## config.mk

```make
export PLATFORM = sky130hd
export DESIGN_NAME = mult_div_unit_flat
export DESIGN_NICKNAME = d
export VERILOG_FILES = /design/src/rtl/mult_div_unit_if.sv /design/src/rtl/mult_div_unit.sv /design/src/flat_wrapper.sv
export SDC_FILE = /design/constraint.sdc
export NUM_CORES = 1
export LEC_CHECK = 0
export CAP_MARGIN = 20
export CORE_MARGIN = 4
export CORE_UTILIZATION = 45
export CTS_CLUSTER_SIZE = 16
export DETAILED_ROUTE_END_ITERATION = 16
export HOLD_SLACK_MARGIN = 0.08
export PLACE_DENSITY = 0.71
export SKIP_LAST_GASP = 1
export SYNTH_ARGS = -nofsm -noshare
export SYNTH_HDL_FRONTEND = slang
export SYNTH_SLANG_ARGS = --single-unit
```

## constraint.sdc

```tcl
create_clock -name clk -period 4.1 [get_ports clk]
set_input_delay 0.615 -clock clk [delete_from_list [all_inputs] [get_ports clk]]
set_output_delay 0.615 -clock clk [all_outputs]
set_load 0.05 [all_outputs]
```

## src/rtl/mult_div_unit_if.sv

```systemverilog
// Controller-side bus of the multicycle multiply/divide unit.
// The master drives the request; the slave returns HI/LO and status.
interface mult_div_unit_if #(
  parameter int WIDTH = 32
);
  logic             start;
  logic [1:0]       mode;
  logic [WIDTH-1:0] a;
  logic [WIDTH-1:0] b;
  logic [WIDTH-1:0] hi;
  logic [WIDTH-1:0] lo;
  logic             busy;
  logic             done;
  logic             div_zero;

  modport master (
    output start, mode, a, b,
    input  hi, lo, busy, done, div_zero
  );

  modport slave (
    input  start, mode, a, b,
    output hi, lo, busy, done, div_zero
  );
endinterface

```

## src/rtl/mult_div_unit.sv

```systemverilog
// Multicycle signed/unsigned multiply and restoring divide into HI/LO.
// Works on operand magnitudes for WIDTH cycles, then sign-corrects in FIX.
module mult_div_unit #(
  parameter int WIDTH = 32
) (
  input  logic           clk,
  input  logic           reset,
  mult_div_unit_if.slave bus
);
  localparam int CW = $clog2(WIDTH) + 1;

  typedef enum logic [2:0] {S_IDLE, S_PREP, S_RUN, S_FIX, S_DONE} state_t;

  state_t           state, state_nx;
  logic [1:0]       mode_r;
  logic [WIDTH-1:0] a_r, b_r;
  logic [WIDTH-1:0] acc_hi, acc_lo, opnd_b;
  logic [WIDTH-1:0] hi_r, lo_r;
  logic             neg_hi, neg_lo, div_zero_r;
  logic [CW-1:0]    cnt;
  logic             busy, done;

  logic               accept, is_div, is_signed, a_neg, b_neg, b_zero;
  logic [WIDTH-1:0]   mag_a, mag_b;
  logic [WIDTH:0]     add_sum, sh_rem;
  logic               rem_ge;
  logic [WIDTH-1:0]   rem_sub;
  logic [2*WIDTH-1:0] prod, prod_fix;

  assign accept    = bus.start && (state == S_IDLE || state == S_DONE);
  assign is_div    = mode_r[1];
  assign is_signed = ~mode_r[0];
  assign a_neg     = is_signed & a_r[WIDTH-1];
  assign b_neg     = is_signed & b_r[WIDTH-1];
  assign b_zero    = (b_r == '0);
  assign mag_a     = a_neg ? -a_r : a_r;
  assign mag_b     = b_neg ? -b_r : b_r;

  // Multiply: acc_lo holds the unconsumed multiplier bits, product shifts in from the top.
  assign add_sum   = {1'b0, acc_hi} + (acc_lo[0] ? {1'b0, opnd_b} : '0);
  // Divide: acc_hi is the partial remainder, acc_lo shifts dividend out and quotient in.
  // The remainder always stays below the divisor, so a WIDTH-bit subtract suffices.
  assign sh_rem    = {acc_hi, acc_lo[WIDTH-1]};
  assign rem_ge    = (sh_rem >= {1'b0, opnd_b});
  assign rem_sub   = sh_rem[WIDTH-1:0] - opnd_b;

  assign prod      = {acc_hi, acc_lo};
  assign prod_fix  = neg_lo ? -prod : prod;

  always_ff @(posedge clk or negedge reset) begin
    if (!reset) state <= S_IDLE;
    else        state <= state_nx;
  end

  always_comb begin
    state_nx = state;
    busy     = 1'b0;
    done     = 1'b0;
    case (state)
      S_IDLE: if (bus.start) state_nx = S_PREP;
      S_PREP: begin
        busy     = 1'b1;
        state_nx = (is_div && b_zero) ? S_DONE : S_RUN;
      end
      S_RUN: begin
        busy = 1'b1;
        if (cnt == CW'(WIDTH - 1)) state_nx = S_FIX;
      end
      S_FIX: begin
        busy     = 1'b1;
        state_nx = S_DONE;
      end
      S_DONE: begin
        done     = 1'b1;
        state_nx = bus.start ? S_PREP : S_IDLE;
      end
      default: state_nx = S_IDLE;
    endcase
  end

  always_ff @(posedge clk or negedge reset) begin
    if (!reset) begin
      mode_r     <= '0;
      a_r        <= '0;
      b_r        <= '0;
      acc_hi     <= '0;
      acc_lo     <= '0;
      opnd_b     <= '0;
      hi_r       <= '0;
      lo_r       <= '0;
      neg_hi     <= 1'b0;
      neg_lo     <= 1'b0;
      div_zero_r <= 1'b0;
      cnt        <= '0;
    end else begin
      if (accept) begin
        a_r        <= bus.a;
        b_r        <= bus.b;
        mode_r     <= bus.mode;
        div_zero_r <= 1'b0;
      end
      case (state)
        S_PREP: begin
          acc_hi <= '0;
          acc_lo <= mag_a;
          opnd_b <= mag_b;
          cnt    <= '0;
          neg_lo <= a_neg ^ b_neg;
          // Remainder follows the dividend; a product's sign covers both halves.
          neg_hi <= is_div ? a_neg : (a_neg ^ b_neg);
          if (is_div && b_zero) div_zero_r <= 1'b1;
        end
        S_RUN: begin
          cnt <= cnt + 1'b1;
          if (is_div) begin
            acc_hi <= rem_ge ? rem_sub : sh_rem[WIDTH-1:0];
            acc_lo <= {acc_lo[WIDTH-2:0], rem_ge};
          end else begin
            acc_hi <= add_sum[WIDTH:1];
            acc_lo <= {add_sum[0], acc_lo[WIDTH-1:1]};
          end
        end
        S_FIX: begin
          if (is_div) begin
            lo_r <= neg_lo ? -acc_lo : acc_lo;
            hi_r <= neg_hi ? -acc_hi : acc_hi;
          end else begin
            hi_r <= prod_fix[2*WIDTH-1:WIDTH];
            lo_r <= prod_fix[WIDTH-1:0];
          end
        end
        default: ;
      endcase
    end
  end

  assign bus.hi       = hi_r;
  assign bus.lo       = lo_r;
  assign bus.busy     = busy;
  assign bus.done     = done;
  assign bus.div_zero = div_zero_r;
endmodule

```

## src/flat_wrapper.sv

```systemverilog
// flat-port wrapper written by rule: the top's interface ports become plain ports
module mult_div_unit_flat 
#(
  parameter int WIDTH = 32
)
  (clk, reset, bus_start, bus_mode, bus_a, bus_b, bus_hi, bus_lo, bus_busy, bus_done, bus_div_zero);
  mult_div_unit_if #(.WIDTH(WIDTH)) bus_i ();
  input  logic clk;
  input  logic reset;
  input wire logic [$bits(bus_i.start)-1:0] bus_start;
  input wire logic [$bits(bus_i.mode)-1:0] bus_mode;
  input wire logic [$bits(bus_i.a)-1:0] bus_a;
  input wire logic [$bits(bus_i.b)-1:0] bus_b;
  output wire logic [$bits(bus_i.hi)-1:0] bus_hi;
  output wire logic [$bits(bus_i.lo)-1:0] bus_lo;
  output wire logic [$bits(bus_i.busy)-1:0] bus_busy;
  output wire logic [$bits(bus_i.done)-1:0] bus_done;
  output wire logic [$bits(bus_i.div_zero)-1:0] bus_div_zero;
  assign bus_i.start = bus_start;
  assign bus_i.mode = bus_mode;
  assign bus_i.a = bus_a;
  assign bus_i.b = bus_b;
  assign bus_hi = bus_i.hi;
  assign bus_lo = bus_i.lo;
  assign bus_busy = bus_i.busy;
  assign bus_done = bus_i.done;
  assign bus_div_zero = bus_i.div_zero;
  mult_div_unit #(.WIDTH(WIDTH)) u_core (.clk(clk), .reset(reset), .bus(bus_i));
endmodule
```

==> impl_metrics.yaml, run 1 <==
layout:
  fin_area_um2: 19000
  drive_gt1_share_pct: 8.26
  final_cell_mix: "nand2_1 (297), o21ai_0 (250), dfrtp_1 (237), nor2_1 (142), clkdlybuf4s50_1 (134)"
  n_fill_cell: 3310
  layout.nets: 2168
  area_growth_pct: 17.2
  antenna_cells: 0
  instances_no_fill: 2507
  mostFrequentLayoutCell: "nand2_1"
status:
  status: "completed"
route:
  drt-initial-drc-count: 1070
  drt-total-wl_mm: 47.3
  drc: 0
  ant_nets: 0
  viasPerCell: 5.79
  dr.pass1.iters: 6
  via_count: 14500
  avgRoutedWirePerCell_um: 18.9
clock_tree:
  htreeDepth: 1
  cts_resized: 0
  clock_sinks: 238
  clk_latency_ns: 0.54
  numCtsBuffers: 27
  cts_tree: "yes"
  root_buffer: "clkbuf_16"
  clockBufferDepth: 3
  clkTransAtPathRegs_ns: 0.06
  cts_setup_buffers: 0
  postCtsHoldBufs: 0
global_routing:
  grt_pass1_wl_mm: 75.5
  grt-ovfl-total: 0
  grt_pass1_vias: 13700
  antenna_found_initial: 0
  grt_usage_pct: 23.6
  grt_max_degree: 110
timing:
  hold_viol_final: 0
  slew_headroom_pct: 29.9
  period_share_pct: 91.6
  fmax_mhz: 266
  fin_crit_ns: 3.75
  setup_ws_ns: 0.345
  tightestPinTransition_ns: 1.05
  skew_ns: 0.0160
  rsz0062_at_grt: "false"
  drv_slew: 0
  finalSetupTns_ns: 0
  finalSetupViolations: 0
die:
  die_h_um: 198
  row_count: 69
  ioPinCount: 136
  dieArea_um2: 39100
  start_util_pct: 45.5
  die_w_um: 198
  core_area_um2: 35600
synthesis:
  postSynthCellCount: 1935
  synth_top_area_cell: "dfrtp_1"
  avgSynthCellArea_um2: 8.37
  async_flop_share_pct: 100
  synth_nets: 2075
  syn-cell-area_um2: 16200
  synth-seq-cells: 238
  seq_area_frac_synth_pct: 36.8
  synthFlopType: "dfrtp_1"
  synth_area_leaders: "dfrtp_1 (37%), o21ai_0 (7.7%), nand2_1 (6.9%)"
  yosysWarnings: 0
  yosysUniqueCellTypes: 70
  yosysTopAreaCellShare_pct: 36.8
  synth_edf_count: 0
setup_path:
  cp_cell_sequence: "clkinv_1, buf_4, nor2_1, ha_1, a21oi_1, o211ai_1, a41oi_1, o31ai_1, a21oi_1, o311ai_0, a21o_1, mux2_2, o31ai_1"
  r2r_end: "u_core.acc_hi[28]"
  r2r_slack_ns: 0.35
  critPathSlowestCell: "o31ai_1"
  cp-startpoint: "u_core.acc_lo[0]"
  crit_required_ns: 4.53
  slowest_delay_ns: 0.74
  crit_type: "reg2reg"
  worstPathArrival_ns: 4.19
  r2r_cells: 13
  cp_num_cells: 13
  critPathLaunchType: "flop"
  cp_max_fo: 13
  path_delay_family: "compound AO/OA/AOI/OAI gates"
  timing.rr.start: "u_core.acc_lo[0]"
  path_buf_inv: 2
  crit_path_end_kind: "flop"
place:
  gp_congestion: 1.00
  place_area_um2: 18100
  dpl.cell_count: 2460
  io_buffer_count: 135
  pre_cts_slack_ns: 0.453
  place.detailed.hpwl_mm: 35.7
worst_hold_path:
  min_path_type: "in2async"
job:
  maxCapViolations: 0
[worst reg2reg max path, cell delays in order (launching register included)]
cell      delay (ns)
dfrtp_1         0.39
clkinv_1        0.11
buf_4           0.19
nor2_1          0.06
ha_1            0.36
a21oi_1         0.12
o211ai_1        0.13
a41oi_1         0.28
o31ai_1         0.74
a21oi_1         0.17
o311ai_0        0.40
a21o_1          0.17
mux2_2          0.33
o31ai_1         0.22
[synthesized netlist by cell type (all sizes together), types with 35 or more instances]
library cell,number
o21ai,259
nand2,297
a21oi,126
clkbuf,94
xnor2,76
mux2i,35
dfrtp,238
xor2,96
nor2,143
ha,69
mux2,60
inv,68
[how the worst max path moves through the flow]
stage                        endpoint  slack (ns)
CTS                 u_core.acc_hi[28]        0.42
global route        u_core.acc_hi[28]        0.04
detailed placement  u_core.acc_hi[28]        0.45
floorplan           u_core.acc_hi[28]        0.72
finish              u_core.acc_hi[28]        0.35
global placement    u_core.acc_hi[28]        0.48
[registers in the layout, indices dropped and copies added (netlist names), 2 cells and up]
signal,cells
u_core.a_r,32
u_core.acc_hi,32
u_core.acc_lo,32
u_core.b_r,32
u_core.bus.hi,32
u_core.bus.lo,32
u_core.opnd_b,32
u_core.cnt,6
u_core.state,3
u_core.mode_r,2
[layer usage]
metal | share of wire [%] | wire [µm] | global-route usage (%)
met5 | 0 | 0 | 0
met4 | 1.7 | 824 | 4.13
met3 | 8.4 | 3970 | 4.32
met2 | 42 | 19800 | 34.6
met1 | 48 | 22700 | 36.9
[logic make-up (layout without fill, tap and decap cells)]
family / count (synthesis) / count (layout) / synth area share, %
buffers and inverters: 180 / 291 / 4.23
and+or+nand+nor: 620 / 620 / 17.1
xor gates and xnor gates: 172 / 172 / 9.31
muxes: 95 / 95 / 6.34
DFF: 238 / 238 / 36.8
AOI/OAI and AO/OA: 559 / 559 / 20.6
adders and majority gates: 71 / 71 / 5.58
[final cells by class]
class                   instances  area (µm²)  area share (%)
clock inverters                 7        93.8           0.495
repair buffers                175        1720            9.06
well taps                     461         577            3.04
multi-input cells            1517        9570            50.4
inverters                      69         259            1.37
clock buffers                  40         795            4.19
flip-flops and latches        238        5960            31.4
[stage by stage]
stage	hold WS [ns]	util [%]
4_1_cts	0.156	53.3
3_5_place_dp	0.471	50.8
2_1_floorplan	0.319	-
5_1_grt	0.192	53.3
3_3_place_gp	0.463	50.8
6_report	0.109	53.3
Power of run 1 is not shown: default switching activity piles up to over one toggle a cycle in this logic, so the estimate is an artifact.
==> inputs of run 2 (changes only) <==
Settings changed: CORE_MARGIN 4 to 3, GPL_ROUTABILITY_DRIVEN set to 0.
==> run 2 against run 1 <==
Compared with the run above: wire length increased by 0.24%; via count increased by 1.6%; count of clock-buffer cells in the layout decreased by 2; clock skew increased by 0.0013 ns; sequential share of layout area decreased by 0.16 points; global-route usage increased by 0.30 points; utilization increased by 1.2 points; highest routed layer unchanged.
==> impl_metrics.yaml, run 2 (synthesized netlist as in run 1, its figures left out) <==
setup_path:
  crit_type: "reg2reg"
  cp_cell_sequence: "clkinv_1, buf_4, nor2_1, ha_1, and3_1, a41oi_1, o31ai_1, a21oi_1, o311ai_0, a21o_1, mux2_2, o31ai_1"
  crit_required_ns: 4.55
  timing.rr.start: "u_core.acc_lo[0]"
  worstPathArrival_ns: 4.25
  critPathSlowestCell: "o31ai_1"
  slowest_delay_ns: 0.59
  cp-startpoint: "u_core.acc_lo[0]"
  crit_path_end_kind: "flop"
  path_buf_inv: 2
  cp_max_fo: 19
  path_delay_family: "compound AO/OA/AOI/OAI gates"
  critPathLaunchType: "flop"
  critPathMostFrequentCell: "o31ai_1"
route:
  viasPerCell: 5.85
  drc: 0
  drt-total-wl_mm: 47.4
  dr.max_layer_used: "met4"
  routedLengthMet1_mm: 21.5
  avgRoutedWirePerCell_um: 18.8
  routed-wl-met2_mm: 20.3
  via_count: 14700
  dr.pass1.iters: 5
  wl_met3_mm: 4.01
  ant_nets: 0
  drt-initial-drc-count: 1325
global_routing:
  antenna_found_initial: 1
  grt_pass1_wl_mm: 75.8
  grt_usage_pct: 23.9
  grt_max_degree: 92
  grt-ovfl-total: 0
  grt_pass1_vias: 14200
die:
  core_area_um2: 35000
  row_count: 68
  die_w_um: 196
  die_h_um: 196
  start_util_pct: 46.3
  dieArea_um2: 38300
  ioPinCount: 136
timing:
  setup_ws_ns: 0.294
  drv_slew: 0
  period_share_pct: 92.8
  slew_headroom_pct: 33.5
  hold_viol_final: 0
  rsz0062_at_grt: "false"
  finalSetupTns_ns: 0
  skew_ns: 0.0173
  tightestPinTransition_ns: 0.995
  fin_crit_ns: 3.81
  finalSetupViolations: 0
  fmax_mhz: 263
clock_tree:
  clockBufferDepth: 3
  htreeDepth: 1
  postCtsHoldBufs: 0
  clkTransAtPathRegs_ns: 0.06
  clock_sinks: 238
  root_buffer: "clkbuf_16"
  cts_setup_buffers: 0
  cts_resized: 0
  cts_tree: "yes"
  clk_latency_ns: 0.54
  numCtsBuffers: 27
layout:
  area_growth_pct: 17.8
  drive_gt1_share_pct: 9.06
  layout.area.seq_um2: 5960
  mostFrequentLayoutCell: "nand2_1"
  multi_input_area_um2: 9570
  n_fill_cell: 3171
  final_cell_mix: "nand2_1 (297), o21ai_0 (250), dfrtp_1 (237), nor2_1 (142), clkdlybuf4s50_1 (134)"
  layout.nets: 2187
status:
  status: "completed"
place:
  io_buffer_count: 135
  pre_cts_slack_ns: 0.395
  place.detailed.hpwl_mm: 35.1
job:
  maxCapViolations: 0
worst_hold_path:
  min_path_type: "in2async"
==> run 2: metal layers <==
| metal | up-vias | GRT usage (%) |
|---|---|---|
| met5 | - | 0 |
| met4 | 0 | 7.92 |
| met3 | 122 | 4.55 |
| met2 | 644 | 36.4 |
| met1 | 6956 | 34.4 |
| li1 | 7020 | - |
==> run 2: final timing paths <==
check	end	slack [ns]	cells after the start
min reg2reg	u_core.bus.lo[8]	0.47	2
max in group asynchronous	u_core.bus.lo[30]	3.07	2
max	u_core.acc_hi[28]	0.29	12
min in group clk	u_core.bus.lo[8]	0.47	2
min	u_core.b_r[16]	0.1	1
max reg2reg	u_core.acc_hi[28]	0.29	12
==> run 2: stage by stage <==
step / std cells / utilization [%] / hold slack [ns] / instance area [µm²]
6_report: 2521 / 54.5 / 0.0953 / 19100
5_1_grt: 2520 / 54.5 / 0.140 / 19100
4_1_cts: 2518 / 54.4 / 0.122 / 19000
3_5_place_dp: 2471 / 52.0 / 0.470 / 18200
3_3_place_gp: 2471 / 52.0 / 0.461 / 18200
2_1_floorplan: 1935 / - / 0.319 / 16200
==> run 2: layout make-up <==
type	count	share of cell area [%]
Timing Repair Buffer	194	9.72
Antenna cell	1	0.0131
Sequential cell	238	31.3
Tap cell	455	2.99
Clock buffer	38	3.97
Clock inverter	9	0.538
Multi-Input combinational cell	1517	50.2
Inverter	69	1.36
Power of run 2 is left out for the same reason.
